### src/rtl/sprite_rom_arbiter.sv
// Round-robin arbiter sharing one sprite frameRAM read port among NUM_REQ drawers.
// Define SPRITE_ARB_TRANSPARENT_EN to add the chroma-key flag rsp_transparent.
module sprite_rom_arbiter #(
    parameter int NUM_REQ = 4,
    parameter int ADDR_W  = 19,
    parameter int DATA_W  = 24,
    parameter int ROM_LAT = 1
) (
    input  logic                         Clk,
    input  logic                         Reset,
    input  logic [NUM_REQ-1:0]           req_valid,
    input  logic [NUM_REQ*ADDR_W-1:0]    req_addr,
    output logic [NUM_REQ-1:0]           req_ready,
    output logic [ADDR_W-1:0]            rom_addr,
    input  logic [DATA_W-1:0]            rom_data,
    output logic                         rsp_valid,
    output logic [$clog2(NUM_REQ)-1:0]   rsp_id,
`ifdef SPRITE_ARB_TRANSPARENT_EN
    output logic [DATA_W-1:0]            rsp_data,
    output logic                         rsp_transparent
`else
    output logic [DATA_W-1:0]            rsp_data
`endif
);

    localparam int ID_W = $clog2(NUM_REQ);

    logic [ID_W-1:0]    r_ptr;
    logic [ADDR_W-1:0]  r_addr;
    logic               r_pv  [ROM_LAT];
    logic [ID_W-1:0]    r_pid [ROM_LAT];

    logic               w_any;
    logic [ID_W-1:0]    w_gnt_id;
    logic [ID_W-1:0]    w_ptr_nxt;
    logic [NUM_REQ-1:0] w_gnt;
    logic [DATA_W-1:0]  w_pix;

    // Search starts at the pointer and wraps; first valid requester wins.
    always_comb begin : arb
        logic [ID_W-1:0] v_idx;
        v_idx    = '0;
        w_any    = 1'b0;
        w_gnt_id = '0;
        for (int k = 0; k < NUM_REQ; k++) begin
            v_idx = ID_W'((int'(r_ptr) + k) % NUM_REQ);
            if (!w_any && req_valid[v_idx]) begin
                w_any    = 1'b1;
                w_gnt_id = v_idx;
            end
        end
    end

    always_comb begin
        w_gnt = '0;
        if (w_any)
            w_gnt[w_gnt_id] = 1'b1;
    end

    assign w_ptr_nxt = ID_W'((int'(w_gnt_id) + 1) % NUM_REQ);
    assign req_ready = w_gnt;
    assign rom_addr  = w_any ? req_addr[w_gnt_id*ADDR_W +: ADDR_W] : r_addr;

    always_ff @(posedge Clk or posedge Reset) begin
        if (Reset) begin
            r_ptr  <= '0;
            r_addr <= '0;
        end else if (w_any) begin
            r_ptr  <= w_ptr_nxt;
            r_addr <= rom_addr;
        end
    end

    // {valid,id} travel alongside the ROM read so the pixel can be tagged.
    always_ff @(posedge Clk or posedge Reset) begin
        if (Reset) begin
            for (int k = 0; k < ROM_LAT; k++) begin
                r_pv[k]  <= 1'b0;
                r_pid[k] <= '0;
            end
        end else begin
            r_pv[0]  <= w_any;
            r_pid[0] <= w_gnt_id;
            for (int k = 1; k < ROM_LAT; k++) begin
                r_pv[k]  <= r_pv[k-1];
                r_pid[k] <= r_pid[k-1];
            end
        end
    end

`ifdef SPRITE_ARB_TRANSPARENT_EN
    logic w_key;
    assign w_key = (rom_data == DATA_W'(24'hFF0000));
    // Keyed pixels go out black so layers can be OR-mixed downstream.
    assign w_pix = w_key ? '0 : rom_data;
`else
    assign w_pix = rom_data;
`endif

    always_ff @(posedge Clk or posedge Reset) begin
        if (Reset) begin
            rsp_valid <= 1'b0;
            rsp_id    <= '0;
            rsp_data  <= '0;
`ifdef SPRITE_ARB_TRANSPARENT_EN
            rsp_transparent <= 1'b0;
`endif
        end else begin
            rsp_valid <= r_pv[ROM_LAT-1];
            if (r_pv[ROM_LAT-1]) begin
                rsp_id   <= r_pid[ROM_LAT-1];
                rsp_data <= w_pix;
`ifdef SPRITE_ARB_TRANSPARENT_EN
                rsp_transparent <= w_key;
`endif
            end
        end
    end

endmodule

### config.mk
export PLATFORM = sky130hd
export DESIGN_NAME = sprite_rom_arbiter
export DESIGN_NICKNAME = d
export VERILOG_FILES = /design/src/rtl/sprite_rom_arbiter.sv
export SDC_FILE = /design/constraint.sdc
export NUM_CORES = 1
export LEC_CHECK = 0
export BUFFER_PORTS_ARGS = -buffer_cell sky130_fd_sc_hd__buf_2
export CAP_MARGIN = 30
export CORE_ASPECT_RATIO = 0.9
export CORE_UTILIZATION = 47
export DETAILED_ROUTE_END_ITERATION = 6
export PLACE_DENSITY = 0.95
export SETUP_SLACK_MARGIN = 0.5
export SLEW_MARGIN = 20
export SYNTH_ARGS = -nofsm -noshare
export SYNTH_HDL_FRONTEND = slang
export SYNTH_SLANG_ARGS = --single-unit
### constraint.sdc
create_clock -name Clk -period 3.4 [get_ports Clk]
set_input_delay 0.17 -clock Clk [delete_from_list [all_inputs] [get_ports Clk]]
set_output_delay 0.17 -clock Clk [all_outputs]
set_load 0.05 [all_outputs]
## Word level (Yosys, flattened, before mapping)

Index checks and enable logic that the tools add are counted.

| word-level totals | value |
|---|---|
| bits in registers | 51 |
| output and inout bits | 50 |
| logic and storage cells | 46 |

| operators by class | value |
|---|---|
| $add $sub $neg | 4 |
| multiply operators | 1 |
| $lt $le $gt $ge | 6 |
| shifts and indexed selects | 1 |
| muxes and demuxes | 20 |
| reductions and logical operators | 7 |

Operator list:

| kind | count |
|---|---|
| $shiftx A76 B8 Y19 | 1 |
| $mux W19 | 1 |
| $lt A2 B3 Y1 const B | 5 |
| $mux W1 | 9 |
| $bmux W1 S2 | 4 |
| $mux W2 | 4 |
| $mul A2 B5 Y7 const B | 1 |
| $add A2 B1 Y2 const B | 2 |
| $add A2 B2 Y2 const B | 2 |
| $logic_and A1 B1 Y1 | 4 |
| $mux W4 | 1 |
| $logic_not A1 Y1 | 3 |
| $demux W1 S2 | 1 |
| $ge A2 B1 Y1 const B | 1 |

## Depth between registers and ports, before layout

| logic depth | value |
|---|---|
| depth after elaboration | 17 |
| depth in mapped cells | 7 |
| mapped depth without buffers | 5 |

## Least setup slack after synthesis

Ideal clock, no wire load.

| timing path | value |
|---|---|
| path type | register to output |
| start point | register r_ptr[1] |
| end point | output rom_addr[12] |
| arrival time | 2553 ps |
| setup slack | 677 ps |
| stages on the path, launching flop included | 7 |
| buffers on the path | 1 |
| cells stage by stage | dfrtp_1 buf_4 nor2b_1 o21ai_0 nor2_1 a221oi_1 o22ai_1 |

| on the way | value |
|---|---|
| longest elaborated chain between the ends | 15 |
| elaborated cells between the ends (all ways) | 28 |
| those cells by class | 3 x add/sub; 1 x mul; 1 x shift; 17 x mux; 6 x reduce/logical |

Ends and longest elaborated chain:

| item | line | RTL |
|---|---|---|
| start, declared | 28 | `logic [ID_W-1:0] r_ptr;` |
| start signal, assigned | 69 | `r_ptr <= w_ptr_nxt;` |
| branches (longest 14 deep; another with $mul A2 B5 Y7) | - |  |
| $mux W19 (*) | 62 | `assign rom_addr = w_any ? req_addr[w_gnt_id*ADDR_W +: ADDR_W] : r_addr;` |
| end, declared | 14 | `output logic [ADDR_W-1:0] rom_addr,` |

Mark *: on every way between the ends. The select of a mux whose other input is x is not followed.

## Final worst setup path

| timing path | value |
|---|---|
| start point | register r_ptr[0] |
| end point | output rom_addr[9] |

Same word-level chain as after synthesis.

==> metrics.yaml <==
status: "completed"
gr-total-overflow: 0
antenna_found_initial: 0
clock_sinks: 51
synth_xor_area_share_pct: 0
synth_nets: 335
grt_pass1_wl_um: 10100
start_kind: "flip-flop"
syn_inst: 229
synthMuxAreaShare_pct: 18.4
synth-simple-area-share_pct: 6.06
yosys_warnings: 0
synth_area_mm2: 0.00262
switchingPower_uw: 908
rsz0062_at_grt: "no"
io_buffers: 155
clk_latency_ns: 0.30
placementRows: 25
yosysUniqueCellTypes: 31
syn_area_per_cell_um2: 11.4
drc: 0
finalHoldViolCount: 0
holdWs_ns: 0.101
p_seq_share_pct: 36.4
finalCritPeriodShare_pct: 78.3
synth_compound_area_share_pct: 21.9
gp_congestion: 0.787
p_leak_uw: 0.00178
power_uw: 2080
internal-power_uw: 1170
tritoncts: "done"
n_antenna_cell: 0
timing.fmax_mhz: 376
grt_usage_pct: 22.9
required_ns: 3.23
slew-limit-headroom_pct: 38.3
ys_seq_area_share_pct: 48.7
nets: 487
viasPerCell: 5.49
tns_ns: 0
detailroute.via_count: 2465
path_max_fanout: 16
die_h_um: 72.9
setup_viol: 0
clockBufferDepth: 2
post_drt_wl_per_cell_um: 15.2
coreArea_mm2: 0.00532
fin_crit_ns: 2.66
maxCapViolations: 0
p_per_area_mw_per_mm2: 586
syn2layout_area_growth_pct: 35.5
min_path_type: "input pin to flip-flop"
synth_top_family_by_area: "compound AO/OA/AOI/OAI gates"
root_buffer: "clkbuf_8"
routed_wl_um: 6830
numCtsBuffers: 5
initial_core_util_pct: 49.3
fin_skew_ns: 0.00739
drive_above_1_share_pct: 55.2
p_comb_share_pct: 46.3
fp.dieW_um: 80.7
slew_violations: 0
post-dp-hpwl_um: 5140
ir_drop_mv: 0.389
synthAdderAreaFrac_pct: 0
final_cell_mix: "buf_2 (155), dfrtp_1 (51), o22ai_1 (39), mux2_2 (26), nor2_1 (25)"
grt_pass1_vias: 2240
crit_type: "flip-flop to output pin"
p_clk_share_pct: 17.3
clkTransAtPathRegs_ns: 0.09
final_common_cell: "buf_2"
worstPathArrival_ns: 2.49
dieArea_mm2: 0.00588
dr.pass1.iters: 4
grt_max_degree: 32
drt_iter0_drc: 99
swShare_pct: 43.6
synth-seq-cells: 51
pin_count: 156
worstMarginPinSlew_ns: 0.926
critPathCaptureType: "output pin"
ant_nets: 0
htree_levels: 2
==> kinds of logic after synthesis <==
family | Yosys count
compound gates | 75
buf+inv | 23
flops | 51
mux | 45
simple gates | 35
==> worst max-delay path, stage by stage, from the launching register on <==
cell      delay [ns]
dfrtp_1         0.42
nand2b_1        0.17
a31oi_1         0.11
o22ai_2         0.72
a221oi_1        0.27
o22ai_1         0.19
buf_2           0.31
==> power groups by stage <==
stage / clock network (µW) / registers, µW / logic (µW)
final: 361 / 757 / 964
after global placement: 0 / 764 / 939
after global routing: 403 / 771 / 1020
after detailed placement: 0 / 771 / 964
after floorplan: 0 / 841 / 660
after CTS: 376 / 760 / 965
==> state kept, by name, summed over array words and instances, names as in the netlist <==
register   cells
r_ptr          2
rsp_id         2
r_addr        19
rsp_valid      1
rsp_data      24
r_pv           1
r_pid          2
==> what timing repair did <==
action                     CTS  global route
hold buffers                 1             0
hold endpoints to repair    20             0
resized for setup            1             0
buffers inserted             0             0
setup endpoints to repair    3             0
==> metal layers <==
layer	track usage (%)	wire (µm)	share of wire [%]	vias up
met5	0	0	0	-
met4	7.14	48	0.70	0
met3	4.13	489	7.2	8
met2	40.6	3360	49	143
met1	28.3	2930	43	1128
li1	-	-	-	1186
==> synth_stat cells <==
cell	count	area share, %
and3_4	1	0.43
nand2b_1	3	0.72
mux2_2	26	11
mux2i_1	19	7.3
buf_4	3	0.86
nor2_1	25	3.6
o21ai_0	5	0.95
a211o_1	1	0.33
o21ai_2	1	0.33
o22ai_2	1	0.48
o21ai_1	2	0.38
buf_6	4	1.7
buf_2	2	0.38
o221a_2	1	0.43
a31oi_1	1	0.24
nand2_1	2	0.29
dfrtp_1	51	49
and2_1	1	0.24
nor4_1	1	0.24
o22ai_1	39	9.3
a211oi_1	1	0.29
inv_2	1	0.14
clkbuf_1	6	0.86
inv_1	6	0.86
nor2b_1	1	0.24
buf_1	1	0.14
a21oi_1	3	0.57
a221oi_2	8	4.6
nand2b_2	1	0.33
a221oi_1	11	3.7
a21o_1	1	0.29
==> layout make-up <==
cell class,count,area [µm²]
fillers,420,1770
flip-flops and latches,51,1280
multi-input cells,155,1220
repair buffers,161,843
well taps,67,83.8
clock buffers,6,82.6
inverters,7,26.3
clock inverters,2,16.3
==> per-stage QoR <==
step | setup WS (ns) | utilization [%] | instances | area (µm²)
global route | 0.502 | 66.8 | 449 | 3550
CTS | 0.695 | 66.5 | 448 | 3540
finish | 0.739 | 66.8 | 449 | 3550
detailed placement | 0.823 | 64.4 | 439 | 3430
global placement | 0.957 | 64.0 | 438 | 3410
floorplan | 0.677 | - | 229 | 2620
==> worst paths after layout <==
path	startpoint	endpoint	slack, ns	depth (start not counted)
max in group asynchronous	Reset	r_addr[18]$_DFFE_PP0N_	2.48	4
worst min-delay path	rom_data[2]	rsp_data[2]$_DFFE_PP0P_	0.10	2
min in group asynchronous	Reset	rsp_data[2]$_DFFE_PP0P_	0.42	3
worst max-delay path	r_ptr[0]$_DFFE_PP0N_	rom_addr[9]	0.74	6
worst min register to register	r_pid[1]$_DFF_PP0_	rsp_id[1]$_DFFE_PP0P_	0.50	1
worst max register to register	r_ptr[0]$_DFFE_PP0N_	r_addr[11]$_DFFE_PP0N_	1.39	6
Note: power is estimated with default switching activity, not from simulation.
